File: config.mk
export PLATFORM = sky130hd
export DESIGN_NAME = key_expansion_seq
export DESIGN_NICKNAME = d
export VERILOG_FILES = /design/src/rtl/key_expansion_seq_pkg.sv /design/src/rtl/key_expansion_seq_sub_word.sv /design/src/rtl/key_expansion_seq.sv
export SDC_FILE = /design/constraint.sdc
export NUM_CORES = 2
export LEC_CHECK = 0
export ABC_AREA = 1
export CAP_MARGIN = 25
export CORE_AREA = 2 2 609 611
export DETAILED_ROUTE_END_ITERATION = 16
export DIE_AREA = 0 0 611 613
export PLACE_DENSITY_LB_ADDON = 0.2
export SLEW_MARGIN = 25
export SYNTH_ARGS = -nofsm -noshare
export SYNTH_HDL_FRONTEND = slang
export SYNTH_HIERARCHICAL = 1
export SYNTH_SLANG_ARGS = --single-unit
File: constraint.sdc
create_clock -name clk -period 10.28 [get_ports clk]
set_input_delay 1.028 -clock clk [delete_from_list [all_inputs] [get_ports clk]]
set_output_delay 1.028 -clock clk [all_outputs]
set_load 0.01 [all_outputs]
File: src/rtl/key_expansion_seq_pkg.sv
// rtl/key_expansion_seq_pkg.sv - S-box, Rcon constants, legal Nk/Nr pairs and FSM encoding for key_expansion_seq
package key_expansion_seq_pkg;

   // Legal (Nk, Nr) pairs: AES-128, AES-192, AES-256
   localparam int NK_AES128 = 4;
   localparam int NR_AES128 = 10;
   localparam int NK_AES192 = 6;
   localparam int NR_AES192 = 12;
   localparam int NK_AES256 = 8;
   localparam int NR_AES256 = 14;

   // Round constant seed and GF(2^8) reduction polynomial used by xtime
   localparam logic [7:0] RCON_INIT = 8'h01;
   localparam logic [7:0] RCON_POLY = 8'h1B;

   typedef enum logic {
      ST_IDLE   = 1'b0,
      ST_EXPAND = 1'b1
   } state_t;

   // AES forward S-box, entry 0x00 in the MSBs
   localparam logic [2047:0] SBOX_TABLE = {
      128'h637c777bf26b6fc53001672bfed7ab76,
      128'hca82c97dfa5947f0add4a2af9ca472c0,
      128'hb7fd9326363ff7cc34a5e5f171d83115,
      128'h04c723c31896059a071280e2eb27b275,
      128'h09832c1a1b6e5aa0523bd6b329e32f84,
      128'h53d100ed20fcb15b6acbbe394a4c58cf,
      128'hd0efaafb434d338545f9027f503c9fa8,
      128'h51a3408f929d38f5bcb6da2110fff3d2,
      128'hcd0c13ec5f974417c4a77e3d645d1973,
      128'h60814fdc222a908846eeb814de5e0bdb,
      128'he0323a0a4906245cc2d3ac629195e479,
      128'he7c8376d8dd54ea96c56f4ea657aae08,
      128'hba78252e1ca6b4c6e8dd741f4bbd8b8a,
      128'h703eb5664803f60e613557b986c11d9e,
      128'he1f8981169d98e949b1e87e9ce5528df,
      128'h8ca1890dbfe6426841992d0fb054bb16
   };

   function automatic logic [7:0] sbox(input logic [7:0] b);
      return SBOX_TABLE[11'd2047 - {b, 3'b000} -: 8];
   endfunction

   // Multiply by x in GF(2^8); advances the round constant
   function automatic logic [7:0] xtime(input logic [7:0] b);
      return b[7] ? ({b[6:0], 1'b0} ^ RCON_POLY) : {b[6:0], 1'b0};
   endfunction

endpackage

File: src/rtl/key_expansion_seq_sub_word.sv
// rtl/key_expansion_seq_sub_word.sv - combinational 4-byte S-box lookup on a 32-bit word
module key_expansion_seq_sub_word
   import key_expansion_seq_pkg::*;
(
   input  logic [31:0] word,
   output logic [31:0] sub
);

   // Substitute each byte independently through the AES S-box
   always_comb begin
      sub = {sbox(word[31:24]), sbox(word[23:16]), sbox(word[15:8]), sbox(word[7:0])};
   end

endmodule

File: src/rtl/key_expansion_seq.sv
// rtl/key_expansion_seq.sv - iterative AES key schedule, one word per clock; KEY_EXP_ROUND_VALID_EN adds round_valid
module key_expansion_seq
   import key_expansion_seq_pkg::*;
#(
   parameter int Nk = NK_AES128,
   parameter int Nr = NR_AES128
) (
   input  logic                   clk,
   input  logic                   reset,
   input  logic [Nk*32-1:0]       key,
   input  logic                   start,
   output logic [(Nr+1)*128-1:0]  allKeys,
   output logic                   busy,
   output logic                   done,
   output logic                   keys_valid
`ifdef KEY_EXP_ROUND_VALID_EN
   ,
   output logic [Nr:0]            round_valid
`endif
);

   localparam int NW = 4 * (Nr + 1);
   localparam int IW = $clog2(NW);
   localparam logic [IW-1:0] LAST_IDX = IW'(NW - 1);
   localparam logic [2:0]    MOD_LAST = 3'(Nk - 1);

   // An unsupported Nk/Nr pairing never leaves IDLE, so allKeys stays zero
   localparam bit CFG_LEGAL = (Nk == NK_AES128 && Nr == NR_AES128) ||
                              (Nk == NK_AES192 && Nr == NR_AES192) ||
                              (Nk == NK_AES256 && Nr == NR_AES256);

   state_t          state;
   state_t          next_state;
   logic            accept;
   logic            step;
   logic            finish;

   logic [IW-1:0]   i_cnt;
   logic [2:0]      mod_cnt;
   logic [7:0]      rcon;
   logic [31:0]     win   [0:Nk-1];
   logic [31:0]     words [0:NW-1];

   logic [31:0]     prev;
   logic [31:0]     sub_in;
   logic [31:0]     sub_out;
   logic [31:0]     temp;
   logic [31:0]     new_word;
   logic            is_rot;
   logic            is_sub;

   assign busy = (state == ST_EXPAND);

   // State register
   always_ff @(posedge clk or negedge reset) begin
      if (!reset) begin
         state <= ST_IDLE;
      end else begin
         state <= next_state;
      end
   end

   // Next-state and per-edge strobes; start is only looked at in IDLE
   always_comb begin
      next_state = state;
      accept     = 1'b0;
      step       = 1'b0;
      finish     = 1'b0;
      case (state)
         ST_IDLE: begin
            if (start && CFG_LEGAL) begin
               accept     = 1'b1;
               next_state = ST_EXPAND;
            end
         end
         ST_EXPAND: begin
            step = 1'b1;
            if (i_cnt == LAST_IDX) begin
               finish     = 1'b1;
               next_state = ST_IDLE;
            end
         end
         default: next_state = ST_IDLE;
      endcase
   end

   // One shared S-box: fed RotWord(w[i-1]) on round boundaries, w[i-1] otherwise
   always_comb begin
      prev     = win[Nk-1];
      is_rot   = (mod_cnt == 3'd0);
      is_sub   = (Nk > 6) && (mod_cnt == 3'd4);
      sub_in   = is_rot ? {prev[23:0], prev[31:24]} : prev;
      temp     = prev;
      if (is_rot) begin
         temp = sub_out ^ {rcon, 24'h0};
      end else if (is_sub) begin
         temp = sub_out;
      end
      new_word = win[0] ^ temp;
   end

   key_expansion_seq_sub_word u_sub_word (
      .word (sub_in),
      .sub  (sub_out)
   );

   // Word index, mod-Nk position and round constant
   always_ff @(posedge clk or negedge reset) begin
      if (!reset) begin
         i_cnt   <= '0;
         mod_cnt <= 3'd0;
         rcon    <= RCON_INIT;
      end else if (accept) begin
         i_cnt   <= IW'(Nk);
         mod_cnt <= 3'd0;
         rcon    <= RCON_INIT;
      end else if (step) begin
         i_cnt   <= i_cnt + 1'b1;
         mod_cnt <= (mod_cnt == MOD_LAST) ? 3'd0 : mod_cnt + 3'd1;
         if (mod_cnt == 3'd0) begin
            rcon <= xtime(rcon);
         end
      end
   end

   // Sliding window of the last Nk words: win[0] is w[i-Nk], win[Nk-1] is w[i-1]
   always_ff @(posedge clk or negedge reset) begin
      if (!reset) begin
         for (int j = 0; j < Nk; j++) begin
            win[j] <= '0;
         end
      end else if (accept) begin
         for (int j = 0; j < Nk; j++) begin
            win[j] <= key[Nk*32-1-32*j -: 32];
         end
      end else if (step) begin
         for (int j = 0; j < Nk - 1; j++) begin
            win[j] <= win[j+1];
         end
         win[Nk-1] <= new_word;
      end
   end

   // Schedule storage: cleared and seeded with the key on start, one word written per step
   always_ff @(posedge clk or negedge reset) begin
      if (!reset) begin
         for (int g = 0; g < NW; g++) begin
            words[g] <= '0;
         end
      end else if (accept) begin
         for (int g = 0; g < NW; g++) begin
            words[g] <= '0;
         end
         for (int j = 0; j < Nk; j++) begin
            words[j] <= key[Nk*32-1-32*j -: 32];
         end
      end else if (step) begin
         for (int g = 0; g < NW; g++) begin
            if (i_cnt == IW'(g)) begin
               words[g] <= new_word;
            end
         end
      end
   end

   // Completion pulse and the level that releases the encrypt core
   always_ff @(posedge clk or negedge reset) begin
      if (!reset) begin
         done       <= 1'b0;
         keys_valid <= 1'b0;
      end else begin
         done <= finish;
         if (accept) begin
            keys_valid <= 1'b0;
         end else if (finish) begin
            keys_valid <= 1'b1;
         end
      end
   end

`ifdef KEY_EXP_ROUND_VALID_EN
   // Per-round ready flags: round r is usable once word 4r+3 exists
   always_ff @(posedge clk or negedge reset) begin
      if (!reset) begin
         round_valid <= '0;
      end else if (accept) begin
         for (int r = 0; r <= Nr; r++) begin
            round_valid[r] <= (4 * r + 3 < Nk);
         end
      end else if (step) begin
         for (int r = 0; r <= Nr; r++) begin
            if (i_cnt == IW'(4 * r + 3)) begin
               round_valid[r] <= 1'b1;
            end
         end
      end
   end
`endif

   // Round 0 key in the MSBs, w[i] descending through the bus
   for (genvar g = 0; g < NW; g++) begin : g_pack
      assign allKeys[(Nr+1)*128-1-32*g -: 32] = words[g];
   end

endmodule

==> results.py <==
metrics = {
    "synthesis": {
        "syn_avg_cell_area_um2": 8.31,
        "synth_seq_cells": 1556,
        "ys_warn_count": 6,
        "synthFlopType": "dfrtp_1",
        "syn_nets": 8570,
        "synth_area_um2": 69500,
        "synth_cell_types": 41,
        "async_flop_share": 1.00,
        "yosysSeqAreaShare": 0.560,
        "synth_edf_count": 0,
        "synthCells": 8372,
    },
    "detailed_routing": {
        "num_vias": 67600,
        "wire_per_inst_um": 30.2,
        "via_per_inst": 4.61,
        "dr.pass1.iters": 6,
        "drcViolationCount": 0,
        "wl_um": 443000,
        "ant_nets": 0,
        "drt_iter0_drc": 6767,
    },
    "global_route": {
        "grt_pass1_vias": 66400,
        "grt_pass1_wl_um": 596000,
        "antenna_found_initial": 51,
        "grtUsageTotal": 0.228,
        "grt_max_degree": 153,
        "grt_overflow_total": 0,
    },
    "clock_network": {
        "htree_levels": 4,
        "clock_path_buffers": 4,
        "clock_latency_ps": 930,
        "postCtsSetupRepairBufs": 0,
        "cts_resized": 0,
        "cts-root-buf": "clkbuf_16",
        "hold_buffers": 0,
        "cts_buffers": 194,
        "numClockSinks": 1556,
        "cts_tree": "yes",
        "path_clk_slew_ps": 60,
    },
    "sta": {
        "fin_crit_sh": 0.652,
        "clock_skew_ps": 88.0,
        "hold_violations": 0,
        "worstMarginPinSlew_ps": 1090,
        "fin_setup_tns_ps": 0,
        "drv_slew": 0,
        "fin_crit_ps": 6700,
        "fmax_mhz": 149,
        "setup_viol": 0,
        "fin_ws_ps": 3580,
        "rsz0062_at_grt": "no",
        "slew_headroom": 0.272,
    },
    "placed_design": {
        "place_area_um2": 90400,
        "pre_cts_ws_ps": 3590,
        "hpwl_um": 314000,
        "routabilityCongestion": 0.923,
        "io_buffer_count": 1541,
    },
    "die": {
        "dieArea_um2": 375000,
        "placementRows": 223,
        "die_width_um": 611,
        "ios": 1542,
        "core_um2": 368000,
        "die_y_um": 613,
        "initial_core_util": 0.189,
    },
    "worst_setup_path": {
        "path_max_fanout": 43,
        "arrival_ps": 7490,
        "reg2reg_depth": 26,
        "crit_required_ps": 11060,
        "endpoint": "allKeys[666]",
        "reg2reg_slack_ps": 3580,
        "path_class": "register to register",
        "crit_path_start_kind": "register",
        "r2r-end": "allKeys[666]",
        "end_kind": "register",
        "critPathLaunch": "mod_cnt[0]",
        "r2r_start": "mod_cnt[0]",
    },
    "hold_path": {
        "holdCritPathClass": "primary input to asynchronous set/reset pin",
    },
    "cells_and_area": {
        "utilization": 0.264,
        "fillCellCount": 39900,
        "drive_gt1_frac": 0.0620,
        "final_area_um2": 97100,
        "design.final.nets": 9831,
        "layout_commonest_cell": "nand2_1",
        "multiInputGateArea_um2": 27600,
        "syn2layout_area_growth_pct": 39.7,
        "register_area_um2": 38900,
        "final_cell_mix": "nand2_1, dfrtp_1, clkdlybuf4s50_1",
    },
    "job": {
        "drv_cap": 0,
    },
    "outcome": {
        "status": "complete, no violations",
    },
}
critical path, cell delays in order (launching register included):
cell	delay, ps
dfrtp_1	360
inv_1	70
ha_1	240
nand2_4	300
buf_4	660
nand2_1	220
o21ai_1	130
buf_4	280
inv_1	270
ha_1	520
inv_2	80
nand2_2	240
nand2_1	360
o21ai_0	260
nand2_1	70
nand2_1	80
nand2_1	50
nand3_1	110
nand3_1	160
nand2_1	200
inv_1	60
nand2_1	50
nand3_1	100
nand3_1	160
nand3_4	690
buf_4	540
o21ai_0	220
synthesized netlist by cell type (2+ instances only):
cell type / count / area [um2]
o22ai_1: 9 / 56.3
dfrtp_1: 1555 / 38900
inv_2: 18 / 67.6
or2_2: 5 / 31.3
a22oi_1: 9 / 67.6
nand2_2: 16 / 100
a31oi_4: 3 / 63.8
nor2_2: 25 / 156
clkbuf_1: 399 / 1500
buf_1: 27 / 101
clkinv_1: 5 / 18.8
a21oi_2: 3 / 26.3
ha_1: 67 / 838
o21ai_1: 22 / 110
buf_4: 18 / 135
a21oi_1: 88 / 440
nor3_1: 5 / 25.0
a31oi_1: 40 / 250
nand3b_1: 15 / 113
buf_6: 9 / 101
o21ai_0: 1396 / 6990
clkbuf_2: 3 / 15.0
a41oi_4: 2 / 55.1
nor2_1: 223 / 837
xnor2_1: 3 / 26.3
nand3_1: 846 / 4230
nand2_1: 2966 / 11100
inv_1: 267 / 1000
buf_2: 173 / 866
o221ai_1: 72 / 631
nand4_1: 20 / 125
o211ai_1: 54 / 405
sequential cells by signal, indices dropped and copies added (netlist names):
signal,count
win,96
mod_cnt,3
busy,1
allKeys,1408
i_cnt,6
done,1
keys_valid,1
rcon,8
prev,32
metal layers:
layer	track usage	vias to the layer above	share of wire
met1	0.277	34000	0.40
met4	0.0918	0	0.047
met5	0	-	0
met2	0.388	2925	0.48
met3	0.0500	599	0.072
li1	-	30100	-
metrics by stage:
| step | instances | hold slack (ps) |
|---|---|---|
| 2_1_floorplan | 8372 | 462 |
| 3_3_place_gp | 14300 | 465 |
| 3_5_place_dp | 14300 | 466 |
| 4_1_cts | 14600 | 72.4 |
| 5_1_grt | 14600 | 64.4 |
| 6_report | 14700 | 60.2 |
worst min path at each step:
| stage | startpoint | endpoint | slack [ps] | cells after the start |
|---|---|---|---|---|
| 2_1_floorplan | win[89] | win[89] | 460 | 2 |
| 3_3_place_gp | allKeys[29] | allKeys[29] | 470 | 2 |
| 3_5_place_dp | allKeys[1406] | allKeys[1406] | 470 | 2 |
| 4_1_cts | reset | allKeys[540] | 70 | 1 |
| 5_1_grt | reset | allKeys[313] | 60 | 1 |
| 6_report | reset | allKeys[313] | 60 | 1 |
final cells by class:
class	instances	share of cell area
Clock inverter	54	0.00848
Antenna cell	33	0.000850
Sequential cell	1556	0.401
Timing Repair Buffer	1694	0.172
Tap cell	4837	0.0623
Multi-Input combinational cell	5896	0.285
Clock buffer	294	0.0593
Inverter	291	0.0114
cells by family (layout without fill, tap and decap cells):
kind of cell             count (synthesis)  in the layout  share of synthesized area
flip-flops                            1556           1556                      0.560
adder cells (fa/ha/maj)                 67             67                     0.0121
AND/OR/NAND/NOR                       4125           4125                      0.242
other                                    0             33                          0
buffers and inverters                  920           2333                     0.0548
AO/OA/AOI/OAI                         1701           1701                      0.131
XOR/XNOR                                 3              3                   0.000378
Power is left out: the tool's default activity adds up to more than one toggle a clock period on the data nets, which glitch-free logic cannot reach.
